### config.mk
export PLATFORM = sky130hd
export DESIGN_NAME = enemy_proj_handler
export DESIGN_NICKNAME = d
export VERILOG_FILES = /design/src/rtl/enemy_proj_handler.sv
export SDC_FILE = /design/constraint.sdc
export NUM_CORES = 1
export LEC_CHECK = 0
export CORE_AREA = 4 4 102 123
export DETAILED_ROUTE_END_ITERATION = 10
export DIE_AREA = 0 0 106 127
export PLACE_DENSITY = 0.66
export RECOVER_POWER = 100
export SLEW_MARGIN = 20
export SYNTH_ARGS = -nofsm -noshare
export SYNTH_HDL_FRONTEND = slang
export SYNTH_SLANG_ARGS = --single-unit
### constraint.sdc
create_clock -name clk -period 2.58 [get_ports clk]
set_input_delay 0.516 -clock clk [delete_from_list [all_inputs] [get_ports clk]]
set_output_delay 0.516 -clock clk [all_outputs]
set_load 0.01 [all_outputs]
### src/rtl/enemy_proj_handler.sv
`default_nettype none
// ============================================================================
//  Module   : enemy_proj_handler
//  Purpose  : Tracks up to three enemy projectiles that travel down the screen.
//             It spawns a projectile centred under the enemy sprite when a fire
//             request is accepted. Each projectile moves PROJ_STEP pixels per
//             pulse_projSpeed tick. A projectile is retired when it reaches the
//             bottom of the screen or when the collision unit reports a hit.
//  Ports    : clk, rst (async, active-low)
//             pulse_projSpeed - movement tick
//             fire            - enemy fire request
//             projHit / collidedProj - hit report (index 1..3, 0 = none)
//             enemyX/Y/W/H    - enemy sprite geometry
//             fireAck         - one-cycle pulse on an accepted fire request
//             projActive      - per-slot in-flight flags
//             projNX/projNY   - slot positions (0 while idle)
//  Revision : 1.0 - initial release
// ============================================================================
module enemy_proj_handler #(
  parameter int SCREEN_H  = 480,
  parameter int PROJ_W    = 4,
  parameter int PROJ_STEP = 4,
  parameter int COOLDOWN  = 8
) (
  input  logic       clk,
  input  logic       rst,
  input  logic       pulse_projSpeed,
  input  logic       fire,
  input  logic       projHit,
  input  logic [1:0] collidedProj,
  input  logic [9:0] enemyX,
  input  logic [8:0] enemyY,
  input  logic [9:0] enemyW,
  input  logic [8:0] enemyH,
  output logic       fireAck,
  output logic [2:0] projActive,
  output logic [9:0] proj1X,
  output logic [9:0] proj2X,
  output logic [9:0] proj3X,
  output logic [8:0] proj1Y,
  output logic [8:0] proj2Y,
  output logic [8:0] proj3Y
);

  localparam int CD_W = $clog2(COOLDOWN + 1);

  typedef enum logic {
    IDLE   = 1'b0,
    FLYING = 1'b1
  } slot_state_t;

  logic [CD_W-1:0] cd_q;
  logic [2:0]      idle_vec;
  logic [1:0]      free_idx;
  logic            free_found;
  logic            spawn;
  logic [9:0]      spawn_x;
  logic [8:0]      spawn_y;
  logic [9:0]      x_all [3];
  logic [8:0]      y_all [3];

  // Lowest-index idle slot, judged on the registered state only so a slot
  // that is freed this cycle cannot be reused until the next one.
  always_comb begin
    free_found = 1'b0;
    free_idx   = 2'd0;
    for (int i = 2; i >= 0; i--) begin
      if (idle_vec[i]) begin
        free_found = 1'b1;
        free_idx   = 2'(i);
      end
    end
  end

  assign spawn = fire && (cd_q == '0) && free_found;

  // Spawn position evaluated in 11 bits, then truncated to the port width.
  assign spawn_x = 10'(({1'b0, enemyX} + ({1'b0, enemyW} >> 1)) - 11'(PROJ_W >> 1));
  assign spawn_y = 9'({2'b00, enemyY} + {2'b00, enemyH});

  generate
    for (genvar i = 0; i < 3; i++) begin : g_slot
      slot_state_t state_q, state_d;
      logic [9:0]  x_q, x_d;
      logic [8:0]  y_q, y_d;
      logic [9:0]  y_adv;
      logic        hit;

      assign hit   = projHit && (collidedProj == 2'(i + 1));
      assign y_adv = {1'b0, y_q} + 10'(PROJ_STEP);

      always_comb begin
        state_d = state_q;
        x_d     = x_q;
        y_d     = y_q;
        case (state_q)
          IDLE: begin
            if (spawn && (free_idx == 2'(i))) begin
              state_d = FLYING;
              x_d     = spawn_x;
              y_d     = spawn_y;
            end
          end
          FLYING: begin
            // A hit takes precedence over movement in the same cycle.
            if (hit) begin
              state_d = IDLE;
              x_d     = '0;
              y_d     = '0;
            end else if (pulse_projSpeed) begin
              if (y_adv >= 10'(SCREEN_H)) begin
                state_d = IDLE;
                x_d     = '0;
                y_d     = '0;
              end else begin
                y_d = y_adv[8:0];
              end
            end
          end
          default: begin
            state_d = IDLE;
            x_d     = '0;
            y_d     = '0;
          end
        endcase
      end

      always_ff @(posedge clk or negedge rst) begin
        if (!rst) begin
          state_q <= IDLE;
          x_q     <= '0;
          y_q     <= '0;
        end else begin
          state_q <= state_d;
          x_q     <= x_d;
          y_q     <= y_d;
        end
      end

      assign idle_vec[i]   = (state_q == IDLE);
      assign projActive[i] = (state_q == FLYING);
      assign x_all[i]      = x_q;
      assign y_all[i]      = y_q;
    end
  endgenerate

  // A spawn reloads the cooldown and overrides any same-cycle decrement.
  always_ff @(posedge clk or negedge rst) begin
    if (!rst) begin
      cd_q    <= '0;
      fireAck <= 1'b0;
    end else begin
      fireAck <= spawn;
      if (spawn) begin
        cd_q <= CD_W'(COOLDOWN);
      end else if (pulse_projSpeed && (cd_q != '0)) begin
        cd_q <= cd_q - 1'b1;
      end
    end
  end

  assign proj1X = x_all[0];
  assign proj2X = x_all[1];
  assign proj3X = x_all[2];
  assign proj1Y = y_all[0];
  assign proj2Y = y_all[1];
  assign proj3Y = y_all[2];

endmodule
`default_nettype wire
# Yosys cells after proc, flatten, opt, wreduce, memory -nomap -nowiden
# Index checks and enable logic that the tools add are counted.
# word_totals
out_inout_bits,61
wordCells,110
regBits,65
inputBits,45
# op_classes
reduce_logical,19
bitwise,3
addsub,7
n_mux,53
magnitude_cmp,3
n_eq_ne,14
# op_table
op,n
2-to-1 mux 10 bit,12
2-to-1 mux 9 bit,12
one-hot mux 10 bit (2 select lines),3
one-hot mux 9 bit (2 select lines),3
"adder 9 x 3 -> 10 bit, second input constant",3
">= comparator 10 x 9 -> 1 bit, second input constant",3
2-to-1 mux 1 bit,15
adder 10 x 9 -> 10 bit,1
"subtractor 10 x 2 -> 10 bit, second input constant",1
adder 9 bit,1
logical AND 1 bit,9
"inequality test 3 x 1 -> 1 bit, second input constant",3
"inequality test 3 x 2 -> 1 bit, second input constant",3
AND reduction 3 bit,3
2-to-1 mux 4 bit,2
"== test 2 bit, second input constant",3
2-to-1 mux 2 bit,3
"inequality test 2 x 1 -> 1 bit, second input constant",3
one-hot mux 1 bit (2 select lines),3
AND reduction 2 bit,3
"== test 2 x 1 -> 1 bit, second input constant",2
zero test 4 bit,1
nonzero test 4 bit,1
"subtractor 4 x 1 -> 4 bit, second input constant",1
other kinds (3),5

# Longest topological paths before layout
# Gate-level depths: netlist of the first run.
# depth
depth_word,7
ltp_mapped,12
depth_no_buf,12

# Worst setup path before layout of the first run
# OpenSTA, ideal clock, no wires.
# synth_path
path_kind,input -> register
start,input enemyX[2]
end,"register g_slot[1].x_q[8], in the netlist proj2X[8]"
setup_ns,0.121
required_ns,2.459
path_slack_ns,0.159
path_stages,10
path_buffers,0
arrival_ns,2.300
path_cell_list,inv_1 -> ha_1 -> inv_1 -> ha_1 -> a21o_1 -> a211oi_1 -> nor2_1 -> o41ai_1 -> xnor2_1 -> a22o_1
# synth_via
elab_chain_cells,4
# synth_lines
item,line_no,text
from (decl),31,"input logic [9:0] enemyX,"
adder 10 x 9 -> 10 bit,78,"assign spawn_x = 10'(({1'b0, enemyX} + ({1'b0, enemyW} >> 1)) - 11'(PROJ_W >> 1));"
subtractor 10 x 2 -> 10 bit,78,
2-to-1 mux 10 bit,98,if (spawn && (free_idx == 2'(i))) begin
one-hot mux 10 bit (2 select lines),96,case (state_q)
to (signal assigned),131,x_q <= '0;
to (signal assigned),135,x_q <= x_d;
to (decl),84,"logic [9:0] x_q, x_d;"
# Every way passes these cells. The select of a mux whose other input is x is not followed.
# A chain may end at the register's enable or synchronous reset.

# Final worst setup path of the first run
# layout_path
start,input enemyX[3]
end,"register g_slot[0].x_q[9], in the netlist proj1X[9]"
# layout_via
elab_chain_cells,4
# layout_lines
item,line_no
adder 10 x 9 -> 10 bit,78
subtractor 10 x 2 -> 10 bit,78
2-to-1 mux 10 bit,98
one-hot mux 10 bit (2 select lines),96
to (signal assigned),131
to (signal assigned),135
to (decl),84
# Every way passes these cells. The select of a mux whose other input is x is not followed.

==> results of run 1 <==
==> state kept, by name (all words and copies together) (netlist names) <==
register        count
cd_q                4
fireAck             1
g_slot.state_q      3
proj1X             10
proj1Y              9
proj2X             10
proj2Y              9
proj3X             10
proj3Y              9
==> layout by cell type (no fill, tap or decap), types with 11 or more instances in the layout <==
master                            Yosys  routed
sky130_fd_sc_hd__nand2_1             31      31
sky130_fd_sc_hd__a21oi_1             16      15
sky130_fd_sc_hd__buf_4                5      27
sky130_fd_sc_hd__dlygate4sd3_1        0      62
sky130_fd_sc_hd__dfrtp_1             65      65
sky130_fd_sc_hd__ha_1                32      27
sky130_fd_sc_hd__o21ai_0             18      18
sky130_fd_sc_hd__clkdlybuf4s50_1      0      37
sky130_fd_sc_hd__nor2_1              26      25
sky130_fd_sc_hd__inv_1               46      40
sky130_fd_sc_hd__a22o_1              28      28
sky130_fd_sc_hd__nand3_1             11      11
==> repair_timing <==
item                       in CTS  in global routing
buffers inserted                0                  0
gates resized for setup         8                 17
hold endpoints to repair        0                  0
pin swaps                       9                 16
setup endpoints to repair       9                  9
==> per-layer routing <==
layer,global-route usage,share of wire,vias up
met2,0.308,0.49,126
met3,0.0566,0.070,20
met4,0.0671,0.018,0
li1,-,-,1851
met5,0,0,-
met1,0.225,0.43,1861
==> final timing paths <==
path	from	to	slack (ns)	depth (start not counted)
min reg2reg	proj3X[3]	proj3X[3]	0.49	1
min	proj3X[3]	proj3X[3]	0.49	1
min in group asynchronous	rst	proj2Y[5]	0.69	2
max reg2reg	proj2Y[2]	proj2X[6]	0.17	8
max in group asynchronous	rst	proj3X[4]	0.87	2
max	enemyX[3]	proj1X[9]	0.13	11
==> report_power, final <==
part / internal (mW) / switching (mW) / leakage [nW]
clock network: 0.855 / 0.457 / 0.158
registers: 1.42 / 0.425 / 0.844
logic: 1.21 / 1.13 / 1.77
==> logic make-up (layout without fill, tap and decap cells) <==
| kind of cell | after synthesis | after routing | synth area share |
|---|---|---|---|
| compound gates | 142 | 142 | 0.259 |
| xor+xnor | 15 | 15 | 0.0317 |
| fa+ha+maj | 34 | 34 | 0.106 |
| buf+inv | 65 | 200 | 0.0680 |
| flops | 65 | 65 | 0.393 |
| simple gates | 117 | 117 | 0.142 |
==> through the flow <==
step / setup TNS (ns) / power [mW]
after floorplan: 0 / 3.07
after global placement: -5.52 / 4.28
after detailed placement: -6.23 / 4.34
after CTS: 0 / 5.70
after global routing: 0 / 5.88
final: 0 / 5.50
==> cell type report <==
| cell class | instances | area [um2] |
|---|---|---|
| Clock inverter | 3 | 46.3 |
| Inverter | 47 | 176 |
| Tap cell | 157 | 196 |
| Clock buffer | 13 | 280 |
| Sequential cell | 65 | 1630 |
| Multi-Input combinational cell | 308 | 2320 |
| Timing Repair Buffer | 137 | 1280 |
| Fill cell | 1062 | 5490 |
==> worst reg2reg max path, stage by stage (launching register included) <==
cell and delay, ns:
sky130_fd_sc_hd__dfrtp_1 0.45, sky130_fd_sc_hd__ha_1 0.25, sky130_fd_sc_hd__clkbuf_1 0.16, sky130_fd_sc_hd__a21o_1 0.20
sky130_fd_sc_hd__nand4_1 0.12, sky130_fd_sc_hd__a22oi_4 0.08, sky130_fd_sc_hd__o21ai_2 0.31, sky130_fd_sc_hd__a21o_1 0.54
sky130_fd_sc_hd__a22o_1 0.24
==> flow_summary.html, run 1 <==
<table>
<tr><th>Metric</th><th>Value</th></tr>
<tr><th colspan="2">Drt</th></tr>
<tr><td>Detail-routed via count per cell</td><td>5.28</td></tr>
<tr><td>Number of violations reported at the end of detailed-routing iteration 0</td><td>195</td></tr>
<tr><td>Wire length per cell</td><td>16.6 um</td></tr>
<tr><td>Via count</td><td>3858</td></tr>
<tr><td># DRC</td><td>0</td></tr>
<tr><td>First-pass detailed-route iteration total</td><td>4</td></tr>
<tr><td>DRT Wirelength</td><td>12200 um</td></tr>
<tr><td>Post-detailed-route count of antenna-violating nets</td><td>0</td></tr>
<tr><th colspan="2">STA</th></tr>
<tr><td>Tcrit/Tclk final</td><td>0.949</td></tr>
<tr><td>Hold Fails Final Rpt</td><td>0</td></tr>
<tr><td>Final critical-path required period</td><td>2.45 ns</td></tr>
<tr><td>Final-report max-slew violation count</td><td>66</td></tr>
<tr><td>Smallest setup slack after layout</td><td>0.132 ns</td></tr>
<tr><td>Highest Clock Rate</td><td>408 MHz</td></tr>
<tr><td>Minimum hold slack</td><td>0.487 ns</td></tr>
<tr><td>Setup Viol. Count Final</td><td>0</td></tr>
<tr><td>Worst slew pin tran</td><td>1.67 ns</td></tr>
<tr><td>RSZ-0062 raised after global routing</td><td>false</td></tr>
<tr><td>Max-slew headroom</td><td>-0.116</td></tr>
<tr><td>Final clock skew</td><td>0.00967 ns</td></tr>
<tr><th colspan="2">GRT</th></tr>
<tr><td>Maximum number of pins on one net before global-route repair</td><td>66</td></tr>
<tr><td>Remaining Overflow, GRT</td><td>0</td></tr>
<tr><td>Wire length of the first global-routing pass</td><td>20000 um</td></tr>
<tr><td>Via count of the first global-routing pass</td><td>3966</td></tr>
<tr><td>Initial antenna violation count</td><td>0</td></tr>
<tr><td>Global-route usage over all layers</td><td>0.184</td></tr>
<tr><th colspan="2">Floorplan</th></tr>
<tr><td>Die footprint</td><td>13500 um2</td></tr>
<tr><td>Effective utilization at floorplan</td><td>0.363</td></tr>
<tr><td>Floorplan die width</td><td>106 um</td></tr>
<tr><td>Number of top-level pins</td><td>106</td></tr>
<tr><td>Chip height</td><td>127 um</td></tr>
<tr><td>Core area</td><td>11400 um2</td></tr>
<tr><td>Num rows</td><td>43</td></tr>
<tr><th colspan="2">Pwr</th></tr>
<tr><td>Cell area power density</td><td>930 nW/um2</td></tr>
<tr><td>Leakage power summed over all cells</td><td>2.77 nW</td></tr>
<tr><td>Worst VDD drop</td><td>497 uV</td></tr>
<tr><th colspan="2">Layout</th></tr>
<tr><td>Fraction of layout cells with a size suffix above 1</td><td>0.129</td></tr>
<tr><td>Core Util, Final</td><td>0.519</td></tr>
<tr><td>Layout overhead on the synthesized area</td><td>43.0%</td></tr>
<tr><td>Antenna Diode Count</td><td>0</td></tr>
<tr><td>Finished Layout Cells</td><td>730</td></tr>
<tr><td>Final Instance Area</td><td>5920 um2</td></tr>
<tr><td>Final nets</td><td>647</td></tr>
<tr><th colspan="2">Placement</th></tr>
<tr><td>Total placed instance area</td><td>5510 um2</td></tr>
<tr><td>Post-placement setup slack</td><td>-0.461 ns</td></tr>
<tr><td>HPWL after detailed placement</td><td>8970 um</td></tr>
<tr><td>Post-Place Cells</td><td>714</td></tr>
<tr><td>RD Place Congestion</td><td>0.850</td></tr>
<tr><td>Total of buffers placed on input and output ports</td><td>104</td></tr>
<tr><th colspan="2">Clock network</th></tr>
<tr><td>Sink count of the clock tree</td><td>65</td></tr>
<tr><td>H-Tree Depth</td><td>3</td></tr>
<tr><td>Number of buffers added by the clock tree synthesis step</td><td>9</td></tr>
<tr><td>Hold-fix buffers at CTS</td><td>0</td></tr>
<tr><td>Root buffer cell</td><td>sky130_fd_sc_hd__clkbuf_16</td></tr>
<tr><td>Max Root-Sink Buffers</td><td>2</td></tr>
<tr><td>Insertion delay of the later-clocked pin in the worst-skew pair</td><td>0.33 ns</td></tr>
<tr><td>CTS clock-pin slew for the worst setup and hold paths</td><td>0.06 ns</td></tr>
<tr><td>CTS tree</td><td>yes</td></tr>
<tr><th colspan="2">Worst setup path</th></tr>
<tr><td>Crit path arrival time</td><td>2.67 ns</td></tr>
<tr><td>Cells along the critical path</td><td>clkdlybuf4s50_1 -&gt; inv_1 -&gt; ha_1 -&gt; inv_1 -&gt; ha_4 -&gt; nor2b_2 -&gt; o21ai_2 -&gt; a21oi_2 -&gt; o41ai_2 -&gt; xnor2_1 -&gt; a22o_1</td></tr>
<tr><td>Max FO, Critical Path</td><td>3</td></tr>
<tr><td>Worst setup SP type</td><td>primary input</td></tr>
<tr><td>Delay of the slowest cell on the worst path</td><td>0.45 ns</td></tr>
<tr><td>Cell type group with the largest total delay on the critical path</td><td>compound AO/OA/AOI/OAI gates</td></tr>
<tr><td>Critical Path RT</td><td>2.80 ns</td></tr>
<tr><td>Setup Crit Path Kind</td><td>in2reg</td></tr>
<tr><td>Buffers and inverters on the worst path</td><td>3</td></tr>
<tr><td>Crit path capture type</td><td>register</td></tr>
<tr><td>Cell seen most often among critical-path stages</td><td>sky130_fd_sc_hd__inv_1</td></tr>
<tr><td>Critical-path cell with the highest stage delay</td><td>sky130_fd_sc_hd__clkdlybuf4s50_1</td></tr>
<tr><th colspan="2">Flow run</th></tr>
<tr><td>Maximum Capacitance Violations</td><td>1</td></tr>
<tr><th colspan="2">Yosys</th></tr>
<tr><td>Library cell with the largest summed area after synthesis</td><td>sky130_fd_sc_hd__dfrtp_1</td></tr>
<tr><td>Number of synthesized register bits</td><td>65</td></tr>
<tr><td>Yosys cell types</td><td>63</td></tr>
<tr><td>Most common cell in the synthesized netlist</td><td>sky130_fd_sc_hd__dfrtp_1</td></tr>
<tr><td>Post-Syn Nets</td><td>517</td></tr>
<tr><td>Mapped cell area</td><td>4140 um2</td></tr>
<tr><td>Number of enable-type register cells in the synthesized netlist</td><td>0</td></tr>
<tr><td>Predominant post-synthesis flop cell</td><td>sky130_fd_sc_hd__dfrtp_1</td></tr>
<tr><td>Count of yosys warnings during synthesis</td><td>0</td></tr>
<tr><td>Sequential fraction of the synthesis area</td><td>0.393</td></tr>
<tr><td>Synthesized instance count</td><td>438</td></tr>
<tr><td>Main area contributors after synthesis</td><td>sky130_fd_sc_hd__dfrtp_1 39%, sky130_fd_sc_hd__ha_1 9.7%, sky130_fd_sc_hd__a22o_1 5.9%</td></tr>
<tr><td>Share of the synthesized area in the top cell type</td><td>0.393</td></tr>
<tr><td>Avg Synthesized Cell Area</td><td>9.45 um2</td></tr>
<tr><td>Top cell types by occurrence after synthesis</td><td>65 x sky130_fd_sc_hd__dfrtp_1, 46 x sky130_fd_sc_hd__inv_1, 32 x sky130_fd_sc_hd__ha_1, 31 x sky130_fd_sc_hd__nand2_1, 28 x sky130_fd_sc_hd__a22o_1</td></tr>
<tr><td>Async S/R FF share, synth</td><td>1.00</td></tr>
<tr><th colspan="2">Status</th></tr>
<tr><td>Result of the run</td><td>finished with violations</td></tr>
<tr><td>Violations in the final reports</td><td>max-capacitance violations, max-slew violations</td></tr>
<tr><th colspan="2">Hold path</th></tr>
<tr><td>Type of the tightest min-delay check</td><td>reg2reg</td></tr>
</table>
(Power assumes the default switching activity.)
==> run 2: changes to the inputs <==
ABC_CLOCK_PERIOD_IN_PS = 2580   (was default)
==> results of run 2 <==
The final DEF is identical to that of run 1; final timing and power are the same.
